### src/rtl/fifo_pkg.sv
// Shared FIFO constants and helpers. Imported by fifo_dpram and sync_fifo_buffer.
package fifo_pkg;

    // Default word width and depth used by the FIFO blocks.
    localparam int FIFO_DEF_DATA_WIDTH = 8;
    localparam int FIFO_DEF_DEPTH      = 8;

    // Width of a pointer that carries a wrap bit above the memory address.
    function automatic int fifo_ptr_w(input int depth);
        return $clog2(depth) + 1;
    endfunction

endpackage

### src/rtl/fifo_dpram.sv
// Dual-port storage array for the FIFO: synchronous write port and a
// registered read port whose output register clears on rst.
// Memory contents are deliberately left out of reset so the array maps to block RAM.
module fifo_dpram
    import fifo_pkg::*;
#(
    parameter int DATA_WIDTH = FIFO_DEF_DATA_WIDTH,
    parameter int DEPTH      = FIFO_DEF_DEPTH
) (
    input  logic                     clk,
    input  logic                     rst,
    input  logic                     we,
    input  logic [$clog2(DEPTH)-1:0] waddr,
    input  logic [DATA_WIDTH-1:0]    wdata,
    input  logic                     re,
    input  logic [$clog2(DEPTH)-1:0] raddr,
    output logic [DATA_WIDTH-1:0]    rdata
);

    logic [DATA_WIDTH-1:0] mem_q [DEPTH];
    logic [DATA_WIDTH-1:0] rdata_q;

    // Write port: store the word at the accepting edge.
    always_ff @(posedge clk) begin
        if (we) begin
            mem_q[waddr] <= wdata;
        end
    end

    // Read port: load the addressed word on an accepted read, otherwise hold.
    always_ff @(posedge clk or posedge rst) begin
        if (rst) begin
            rdata_q <= '0;
        end else if (re) begin
            rdata_q <= mem_q[raddr];
        end
    end

    assign rdata = rdata_q;

endmodule

### src/rtl/sync_fifo_buffer.sv
// Single-clock FIFO queue: wrap-bit pointers, registered occupancy count,
// registered full/empty/almost flags and optional sticky error flags.
// Optional feature macro: SYNC_FIFO_ERR_FLAGS_EN enables overflow/underflow
// tracking; when undefined both flags read 0 and err_clr is ignored.
module sync_fifo_buffer
    import fifo_pkg::*;
#(
    parameter int DATA_WIDTH = FIFO_DEF_DATA_WIDTH,
    parameter int DEPTH      = FIFO_DEF_DEPTH,
    parameter int ADDR_WIDTH = $clog2(DEPTH),
    parameter int AFULL_LVL  = DEPTH - 2,
    parameter int AEMPTY_LVL = 2
) (
    input  logic                  clk,
    input  logic                  rst,
    input  logic                  w_inc,
    input  logic [DATA_WIDTH-1:0] write_data,
    input  logic                  r_inc,
    output logic [DATA_WIDTH-1:0] read_data,
    output logic                  full,
    output logic                  empty,
    output logic                  almost_full,
    output logic                  almost_empty,
    output logic [ADDR_WIDTH:0]   count,
    output logic                  overflow,
    output logic                  underflow,
    input  logic                  err_clr
);

    localparam int             PTR_W    = fifo_ptr_w(DEPTH);
    localparam logic [PTR_W-1:0] ONE_C    = PTR_W'(1);
    localparam logic [PTR_W-1:0] DEPTH_C  = PTR_W'(DEPTH);
    localparam logic [PTR_W-1:0] AFULL_C  = PTR_W'(AFULL_LVL);
    localparam logic [PTR_W-1:0] AEMPTY_C = PTR_W'(AEMPTY_LVL);

    logic [PTR_W-1:0] wptr_q, wptr_d;
    logic [PTR_W-1:0] rptr_q, rptr_d;
    logic [PTR_W-1:0] count_q, count_d;
    logic             full_q, empty_q, afull_q, aempty_q;
    logic             write_acc, read_acc;

    // Accept decisions use the flags registered at the current edge, so a
    // read can never target the slot being written in the same cycle.
    always_comb begin
        write_acc = w_inc && !full_q;
        read_acc  = r_inc && !empty_q;
        wptr_d    = wptr_q;
        rptr_d    = rptr_q;
        count_d   = count_q;
        if (write_acc) begin
            wptr_d = wptr_q + ONE_C;
        end
        if (read_acc) begin
            rptr_d = rptr_q + ONE_C;
        end
        case ({write_acc, read_acc})
            2'b10:   count_d = count_q + ONE_C;
            2'b01:   count_d = count_q - ONE_C;
            default: count_d = count_q;
        endcase
    end

    // Pointer, count and flag registers; flags derive from the next count so
    // they change on the same edge as the pointers and never glitch.
    always_ff @(posedge clk or posedge rst) begin
        if (rst) begin
            wptr_q   <= '0;
            rptr_q   <= '0;
            count_q  <= '0;
            full_q   <= 1'b0;
            empty_q  <= 1'b1;
            afull_q  <= 1'b0;
            aempty_q <= 1'b1;
        end else begin
            wptr_q   <= wptr_d;
            rptr_q   <= rptr_d;
            count_q  <= count_d;
            full_q   <= (count_d == DEPTH_C);
            empty_q  <= (count_d == '0);
            afull_q  <= (count_d >= AFULL_C);
            aempty_q <= (count_d <= AEMPTY_C);
        end
    end

    fifo_dpram #(
        .DATA_WIDTH (DATA_WIDTH),
        .DEPTH      (DEPTH)
    ) u_mem (
        .clk   (clk),
        .rst   (rst),
        .we    (write_acc),
        .waddr (wptr_q[PTR_W-2:0]),
        .wdata (write_data),
        .re    (read_acc),
        .raddr (rptr_q[PTR_W-2:0]),
        .rdata (read_data)
    );

    assign full         = full_q;
    assign empty        = empty_q;
    assign almost_full  = afull_q;
    assign almost_empty = aempty_q;
    assign count        = count_q;

`ifdef SYNC_FIFO_ERR_FLAGS_EN
    logic overflow_q, underflow_q;

    // Sticky error flags; a new error in the clearing cycle keeps the flag set.
    always_ff @(posedge clk or posedge rst) begin
        if (rst) begin
            overflow_q  <= 1'b0;
            underflow_q <= 1'b0;
        end else begin
            overflow_q  <= (overflow_q  && !err_clr) || (w_inc && full_q);
            underflow_q <= (underflow_q && !err_clr) || (r_inc && empty_q);
        end
    end

    assign overflow  = overflow_q;
    assign underflow = underflow_q;
`else
    // Error tracking compiled out; ports kept so integration does not change.
    logic unused_err_clr;
    assign unused_err_clr = err_clr;
    assign overflow       = 1'b0;
    assign underflow      = 1'b0;
`endif

endmodule

### config.mk
export PLATFORM = sky130hd
export DESIGN_NAME = sync_fifo_buffer
export DESIGN_NICKNAME = d
export VERILOG_FILES = /design/src/rtl/fifo_pkg.sv /design/src/rtl/fifo_dpram.sv /design/src/rtl/sync_fifo_buffer.sv
export SDC_FILE = /design/constraint.sdc
export NUM_CORES = 1
export LEC_CHECK = 0
export CORE_MARGIN = 5
export CORE_UTILIZATION = 60
export CTS_CLUSTER_SIZE = 25
export DETAILED_ROUTE_END_ITERATION = 10
export GPL_TIMING_DRIVEN = 0
export PLACE_DENSITY = 0.83
export SLEW_MARGIN = 20
export SYNTH_ARGS = -nofsm -noshare
export SYNTH_HDL_FRONTEND = slang
export SYNTH_SLANG_ARGS = --single-unit
### constraint.sdc
create_clock -name clk -period 3.2 [get_ports clk]
set_input_delay 0.64 -clock clk [delete_from_list [all_inputs] [get_ports clk]]
set_output_delay 0.64 -clock clk [all_outputs]
set_load 0.03 [all_outputs]
* Word-level counts from Yosys, hierarchy flattened
Memories as Yosys holds them, arrays and structs flattened. A register that Yosys moved wholly into a read port is not among the register bits.
Index checks and enable logic that the tools add are counted.
** Operators by class
- Add/subtract/negate cells :: 4
- Magnitude comparators :: 2
- Eq/ne operators :: 3
- Multiplexer cells :: 3
- Reduce and logical (&&, ||, !) cells :: 5
** Operators by type and width (number)
- 4-bit by 1-bit adder with 4-bit output, second input constant :: 3
- 4-bit case mux with 2 select lines :: 1
- 4-bit equality test, second input constant :: 1
- 4-bit by 3-bit greater-or-equal comparator with 1-bit output, second input constant :: 1
- 4-bit by 2-bit <= comparator with 1-bit output, second input constant :: 1
- 4-bit logical NOT :: 1
- 4-bit by 1-bit subtractor with 4-bit output, second input constant :: 1
- 2-bit by 1-bit equality test with 1-bit output, second input constant :: 1
- 2-bit equality test, second input constant :: 1
- 1-bit logical AND :: 2
- 1-bit logical NOT :: 2
- 1-bit 2-to-1 mux :: 2
** Storage, ports and cells
- Register bits after elaboration :: 16
- RAM bits :: 64
- Bits of input ports :: 13
- Output and inout port bits :: 18
- Logic and storage cells :: 25
- Memories :: 1
** Memory list
- u_mem.mem_q :: depth 8, width 8, rd ports 1, clocked after Yosys merged registers in 1, wr ports 1, line fifo_dpram.sv:20 : logic [DATA_WIDTH-1:0] mem_q [DEPTH];

* Logic depth before layout (Yosys ltp)
Gate-level depths: netlist (run 1).
- Word-level depth :: 5
- Depth in mapped cells :: 11
- Depth with buffers taken out :: 10

* By module
Synthesis (run 1) repeated with hierarchy kept, for this count alone.
** Second synthesis, totals
- Cell total of the unflattened synthesis :: 240
- Area total of the unflattened synthesis :: 3619.7 um^2
** Modules (own cells, without submodules)
- fifo_dpram :: times used 1, cells an instance 170, area an instance 2865.2 um^2, sequential area each 2122.0 um^2
- sync_fifo_buffer :: times used 1, cells an instance 70, area an instance 754.5 um^2, sequential area each 352.8 um^2

* Worst setup path after synthesis (run 1)
No wires, ideal clock.
- Path type :: input -> register
- Start point :: input port w_inc
- End point :: register full_q (netlist: full)
- Library setup time :: 0.129 ns
- Arrival time :: 2.177 ns
- Data required time :: 3.071 ns
- Setup slack :: 0.894 ns
- Cell stages on the path :: 11
- Buffers on the path :: 1
- Cell sequence :: nor2b_1 buf_6 inv_2 nand2_1 xnor2_1 ha_1 a21oi_1 a21boi_1 nor3_1 o31ai_1 nor2_1
** Between the ends
- Longest elaborated chain between the ends :: 4
- Elaborated cells on any way between the ends :: 5
- Those cells by class :: eq/ne (3); mux (1); reduce/logical (1)
** RTL lines
- start, declared :: line sync_fifo_buffer.sv:16 : input logic w_inc,
- 1-bit logical AND (*) :: line sync_fifo_buffer.sv:45 : write_acc = w_inc && !full_q;
- 2-bit by 1-bit equality test with 1-bit output / 2-bit equality test (equally long branches) :: line sync_fifo_buffer.sv:56 : case ({write_acc, read_acc})
- 4-bit case mux with 2 select lines (*) :: line sync_fifo_buffer.sv:56
- 4-bit equality test (*) :: line sync_fifo_buffer.sv:78 : full_q <= (count_d == DEPTH_C);
- end signal, assigned :: line sync_fifo_buffer.sv:78
- end, declared :: line sync_fifo_buffer.sv:39 : logic full_q, empty_q, afull_q, aempty_q;
Mark *: on every way between the ends. The rest lies on a longest branch, timed or not.
A chain may end at the register's enable or synchronous reset.

* Final worst setup path (run 1)
- Start point :: input port w_inc
- End point :: register aempty_q (netlist: almost_empty)
** Between the ends
- Longest elaborated chain between the ends :: 4
- Elaborated cells on any way between the ends :: 5
- Those cells by class :: order compare (1); eq/ne (2); mux (1); reduce/logical (1)
** RTL lines
- 1-bit logical AND (*) :: line sync_fifo_buffer.sv:45
- 2-bit by 1-bit equality test with 1-bit output / 2-bit equality test (equally long branches) :: line sync_fifo_buffer.sv:56
- 4-bit case mux with 2 select lines (*) :: line sync_fifo_buffer.sv:56
- 4-bit by 2-bit <= comparator with 1-bit output (*) :: line sync_fifo_buffer.sv:81 : aempty_q <= (count_d <= AEMPTY_C);
- end signal, assigned :: line sync_fifo_buffer.sv:81
- end, declared :: line sync_fifo_buffer.sv:39
Marked as above.

==> metrics, run 1 <==
pwr/cell area=990 nW/um^2; number of global-route vias before repair=1,885; kind of critical path=in2reg; Core Area=5570 um^2; Seq pwr share=40.1%; number of antenna diodes=0; share of layout cells above drive strength 1=19.8%; Vias=1,828; largest family of logic cells by synthesized area=multiplexers; die footprint=7420 um^2; Final HPWL DP=3.90 mm; starting density of the core=62.4%; total CTS buffers=9; synthesized area=3480 um^2; Final Util=73.7%; Initial DRC Count=139; Placed Area=3850 um^2; GRT overflow=0; Worst EP required=3.50 ns; Worst-Skew Late Latency=0.35 ns; Clock Power Share=22.9%; Max Transition Viols Final=0; Rel. slew slack=36.7%; Final min period=2.60 ns; wirelength, routed=6.27 mm; unique cell type count in the Yosys netlist=36; DR vias/cell=5.71; Clock Pin Slew Worst Setup and Hold Paths=0.09 ns; Yosys reg bits=86; final hold vios=0; post-cts gate resize count=0; outcome=finished, final reports clean; worst setup margin=0.601 ns; Hold Path Class=reg2reg; first-pass GRT wire length=10.2 mm; Critical Path AT=2.90 ns; post-route cell area=4110 um^2; Final setup viols=0; largest net degree at the start of global routing=23; GP Congestion=0.806; Worst Tran Pin Value=0.945 ns; Synth Area in Simple Gates=6.62%; RSZ-0062 raised after global routing=no; Top FF cell, synth=edfxtp_1; Switching Fraction=33.3%; Synth Instances=204; Hold Buf Count CTS=0; WL per Instance=19.6 um; Synth-to-Final Area Change=18.1%; IO buf count=27; Logic pwr share=37.0%; die width=86.2 um; Post-synth EDFFs=64; # nets final=260; Sw Pwr=1.36 mW; Post-Synth XOR/XNOR Area=1.51%; remaining antenna violation count=0; sequential area share after synthesis=71.1%; total power draw=4.07 mW; Tcrit/Tclk final=81.2%; Synth Area in Adders=1.44%; Peak Freq=385 MHz; H-tree levels=3; CP Launch Type=input pin; leak pwr=1.49 nW; GRT Overall Usage=19.1%; CTS tree=done; IO Pins=31; fraction of synthesis flops using an asynchronous set or reset pin=25.6%; pre-CTS setup slack=0.317 ns; post-CTS setup buffers=0; setup_tns=0 ns; Peak VDD IR=650 uV; warnings from Yosys=0; Synth Area in Compound Gates=3.60%; post-synthesis mux area share=12.9%; clock root buffer=clkbuf_8; max cap viols=0; Fillers=352; Pre-Repair DR Iteration Count=4; syn avg cell area=17.1 um^2; clk_skew=0.0116 ns; CTS max path bufs=2; initial antenna violation count=0; row count=27; Die Ht=86.2 um; DRC viols=0; Int Pwr=2.71 mW; CTS sink cnt=86; crit end category=flip-flop; crit-path max FO=8
-- kinds of logic after synthesis --
logic type	count (synthesis)
AO/OA/AOI/OAI	18
XOR/XNOR	6
adder cells (fa/ha/maj)	4
buffers and inverters	17
flip-flops	86
multiplexers	25
other	1
AND/OR/NAND/NOR	47
-- sequential cells by signal, summed over array words and instances, names as in the netlist --
| name | cells |
|---|---|
| u_mem.rdata | 8 |
| count | 4 |
| full | 1 |
| empty | 1 |
| wptr_q | 3 |
| rptr_q | 3 |
| almost_empty | 1 |
| u_mem.mem_q | 64 |
| almost_full | 1 |
-- stage by stage --
step	std cells	hold WS, ns
after floorplan	205	0.489
after global placement	304	0.462
after detailed placement	304	0.471
after CTS	320	0.488
after global routing	320	0.517
final	320	0.480
-- layout by cell type, fill, tap and decap left out, types with 4 or more instances in the layout --
cell type,Yosys,routed
edfxtp_1,64,64
o21ai_0,9,9
mux4_2,16,16
mux2i_1,9,9
inv_1,6,6
clkdlybuf4s50_1,0,27
nand2_1,22,22
ha_1,4,4
dfrtp_1,20,20
xnor2_1,6,6
clkbuf_8,0,11
nor2_1,9,9
-- power groups by stage --
stage               clock network, mW  registers (mW)  logic, mW
floorplan                           0            1.81      0.874
global placement                    0            1.63       1.47
detailed placement                  0            1.65       1.51
CTS                             0.940            1.63       1.52
global route                     1.00            1.66       1.63
finish                          0.934            1.63       1.50
-- critical path, cell delays in order --
cell and delay (ns):
clkdlybuf4s50_1 0.39, nor2b_1 0.14, buf_6 0.14, inv_2 0.13, nand2_1 0.10, xnor2_1 0.15
ha_1 0.20, a21oi_1 0.18, a21boi_1 0.27, nor3_1 0.10, xnor2_1 0.24, o311a_2 0.22
-- final cells by class --
| class | instances | area (um^2) | share of cell area (%) |
|---|---|---|---|
| clock inverter | 5 | 105 | 2.56 |
| clock buffer | 11 | 151 | 3.68 |
| multi-input combinational | 102 | 926 | 22.5 |
| tap | 72 | 90.1 | 2.19 |
| timing repair buffer | 27 | 270 | 6.58 |
| inverter | 7 | 26.3 | 0.639 |
| sequential | 86 | 2470 | 60.2 |
| buffer | 10 | 66.3 | 1.61 |
-- final timing paths --
| path | slack, ns | cells past startpoint | end | start |
|---|---|---|---|---|
| max | 0.60 | 12 | almost_empty$_DFF_PP1_ | w_inc |
| min | 0.48 | 2 | u_mem.rdata[4]$_DFFE_PP0P_ | u_mem.rdata[4]$_DFFE_PP0P_ |
| min in group asynchronous | 0.76 | 2 | full$_DFF_PP0_ | rst |
| max in group asynchronous | 1.90 | 2 | wptr_q[1]$_DFFE_PP0P_ | rst |
| max reg2reg | 0.97 | 10 | almost_empty$_DFF_PP1_ | empty$_DFF_PP1_ |
| min reg2reg | 0.48 | 2 | u_mem.rdata[4]$_DFFE_PP0P_ | u_mem.rdata[4]$_DFFE_PP0P_ |
-- routing by layer --
layer	GRT usage [%]	part of all wire (%)	vias up
li1	-	-	841
met1	25.6	40	914
met2	30.2	51	65
met3	3.94	7.4	8
met4	8.92	1.5	0
met5	0	0	-
-- cells in the mapped netlist (2+ instances only) --
| cell | number | share of area (%) |
|---|---|---|
| buf_4 | 3 | 0.65 |
| buf_6 | 2 | 0.65 |
| clkbuf_1 | 3 | 0.32 |
| dfrtp_1 | 20 | 14 |
| dfstp_2 | 2 | 1.5 |
| edfxtp_1 | 64 | 55 |
| ha_1 | 4 | 1.4 |
| inv_1 | 6 | 0.65 |
| mux2i_1 | 9 | 2.6 |
| mux4_2 | 16 | 10 |
| nand2_1 | 22 | 2.4 |
| nand2b_1 | 2 | 0.36 |
| nor2_1 | 9 | 0.97 |
| nor2b_1 | 3 | 0.54 |
| nor3_1 | 4 | 0.58 |
| nor3b_1 | 2 | 0.43 |
| o21ai_0 | 9 | 1.3 |
| xnor2_1 | 6 | 1.5 |
Power figures use the tool's default switching activity.
==> run 2, diff against run 1 <==
--- a/config.mk
+++ b/config.mk
@@ -6,11 +6,11 @@
 export NUM_CORES = 1
 export LEC_CHECK = 0
 export CORE_MARGIN = 5
-export CORE_UTILIZATION = 60
+export CORE_UTILIZATION = 57
 export CTS_CLUSTER_SIZE = 25
 export DETAILED_ROUTE_END_ITERATION = 10
 export GPL_TIMING_DRIVEN = 0
-export PLACE_DENSITY = 0.83
+export PLACE_DENSITY = 0.79
 export SLEW_MARGIN = 20
 export SYNTH_ARGS = -nofsm -noshare
 export SYNTH_HDL_FRONTEND = slang
==> constraint.sdc (replaced) <==
create_clock -name clk -period 2.6 [get_ports clk]
set_input_delay 0.52 -clock clk [delete_from_list [all_inputs] [get_ports clk]]
set_output_delay 0.52 -clock clk [all_outputs]
set_load 0.03 [all_outputs]
==> metrics, run 2 (synthesis results as in run 1) <==
Finished Layout Cells=324 (+1.3%); Tcrit/Tclk final=93.4%; Reg2Reg Setup Slack=0.42 ns (-0.55 ns); wirelength, routed=6.15 mm (-1.8%); row count=28 (+3.7%); Initial DRC Count=155 (+12%); DR vias/cell=5.80 (+1.6%); Max Transition Viols Final=0 (unchanged); Final setup viols=0 (unchanged); number of global-route vias before repair=1,864 (-1.1%); commonest non-fill, non-tap cell in the layout=edfxtp_1; Hold Path Class=reg2reg; outcome=finished, final reports clean; Endpoint, Worst Hold=u_mem.rdata[2]$_DFFE_PP0P_; die footprint=7770 um^2 (+4.6%); RSZ-0062 raised after global routing=yes; Worst-Skew Late Latency=0.35 ns (about the same); kind of critical path=in2reg; crit end category=flip-flop; number of antenna diodes=0 (unchanged); FF-to-FF Start=empty$_DFF_PP1_; total CTS buffers=9 (unchanged); CTS sink cnt=86 (unchanged); Worst EP required=2.90 ns (-0.60 ns); first-pass GRT wire length=9.62 mm (-5.6%); H-tree levels=3 (unchanged); post-cts gate resize count=0 (unchanged); initial antenna violation count=0 (unchanged); die width=88.1 um (+2.3%); Die Ht=88.1 um (+2.3%); IO buf count=27 (unchanged); setup_tns=0 ns (unchanged); crit-path max FO=8 (unchanged); worst reg2reg endpoint=almost_empty$_DFF_PP1_; max FFs per register=64 (unchanged); CP Launch Type=input pin; # nets final=261 (+0.38%); post-route cell area=4090 um^2 (-0.40%); GRT Overall Usage=17.5% (-1.6 points); IO Pins=31 (unchanged); largest net degree at the start of global routing=23 (unchanged); final hold vios=0 (unchanged); clk_skew=0.0135 ns (+0.00188 ns); Vias=1,880 (+2.8%); worst hold path stage count=2 (unchanged); max cap viols=0 (unchanged); WL per Instance=19.0 um (-3.0%); GP Congestion=0.812 (+0.74%); share of layout cells above drive strength 1=21.7% (+1.9 points); Final Util=69.1% (-4.6 points); CTS max path bufs=2 (unchanged); leak pwr=1.48 nW (-1.0%); Peak Freq=412 MHz; register with the most flip-flops=u_mem.mem_q; Clock Pin Slew Worst Setup and Hold Paths=0.09 ns (about the same); Critical Path AT=2.73 ns (-0.17 ns); Pre-Repair DR Iteration Count=4 (unchanged); Hold Buf Count CTS=0 (unchanged); Synth-to-Final Area Change=17.7%; starting density of the core=58.8% (-3.7 points); Rel. slew slack=35.2% (-1.5 points); DP Cell Count=308 (+1.3%); CTS tree=done; Fillers=401 (+14%); GRT overflow=0 (unchanged); clock root buffer=clkbuf_8; Placed Area=3860 um^2 (+0.29%); Peak VDD IR=761 uV (+17%); total power draw=4.85 mW (+19%); DRC viols=0 (unchanged); Hold Crit Start=u_mem.rdata[2]$_DFFE_PP0P_; post-CTS setup buffers=0 (unchanged); Final min period=2.43 ns; Core Area=5920 um^2 (+6.2%); most frequent cells in the layout=edfxtp_1, clkdlybuf4s50_1, nand2_1, dfrtp_1, mux4_2; pwr/cell area=1180 nW/um^2 (+20%); remaining antenna violation count=0 (unchanged); Worst Tran Pin Value=0.968 ns (+0.0229 ns); path depth of the worst reg2reg path=8 (-2); Final HPWL DP=3.96 mm (+1.4%)
[run 2: stage by stage]
step                hold slack (ns)  worst slack (ns)
finish                        0.485             0.171
global route                  0.529            0.0103
CTS                           0.494             0.175
detailed placement            0.475            -0.182
global placement              0.461            -0.498
floorplan                     0.489             0.414
[run 2: worst max-delay path by stage]
stage	from	end	slack (ns)
3_5_place_dp	w_inc	full$_DFF_PP0_	-0.18
6_report	w_inc	almost_empty$_DFF_PP1_	0.17
2_1_floorplan	w_inc	full$_DFF_PP0_	0.41
4_1_cts	w_inc	full$_DFF_PP0_	0.17
3_3_place_gp	w_inc	u_mem.mem_q[0][4]$_DFFE_PP_	-0.50
5_1_grt	w_inc	empty$_DFF_PP1_	0.01
[run 2: power by group]
group,internal [mW],switching [mW]
Sequential,1.83,0.172
Clock,0.475,0.481
Combinational,0.847,1.04
Total,3.15,1.70
[run 2: layer usage]
layer / wire length (um) / up-vias / global-route usage (%)
met2: 2990 / 65 / 28.1
met5: 0 / - / 0
li1: - / 842 / -
met4: 122 / 0 / 7.97
met3: 428 / 13 / 2.92
met1: 2610 / 960 / 23.8
[run 2: layout make-up]
class | count | area [um^2] | area share [%]
Clock buffer | 10 | 138 | 3.36
Clock inverter | 6 | 70.1 | 1.71
Sequential cell | 86 | 2470 | 60.5
Tap cell | 75 | 93.8 | 2.29
Inverter | 7 | 26.3 | 0.642
Buffer | 10 | 66.3 | 1.62
Multi-Input combinational cell | 102 | 947 | 23.1
Timing Repair Buffer | 28 | 278 | 6.78
[run 2: critical path, stage by stage]
cell	delay, ns
clkdlybuf4s50_1	0.45
nor2b_1	0.17
buf_6	0.16
inv_2	0.07
ha_1	0.26
and4b_1	0.29
o21ai_1	0.09
a221oi_2	0.34
xnor2_2	0.17
o311a_2	0.20
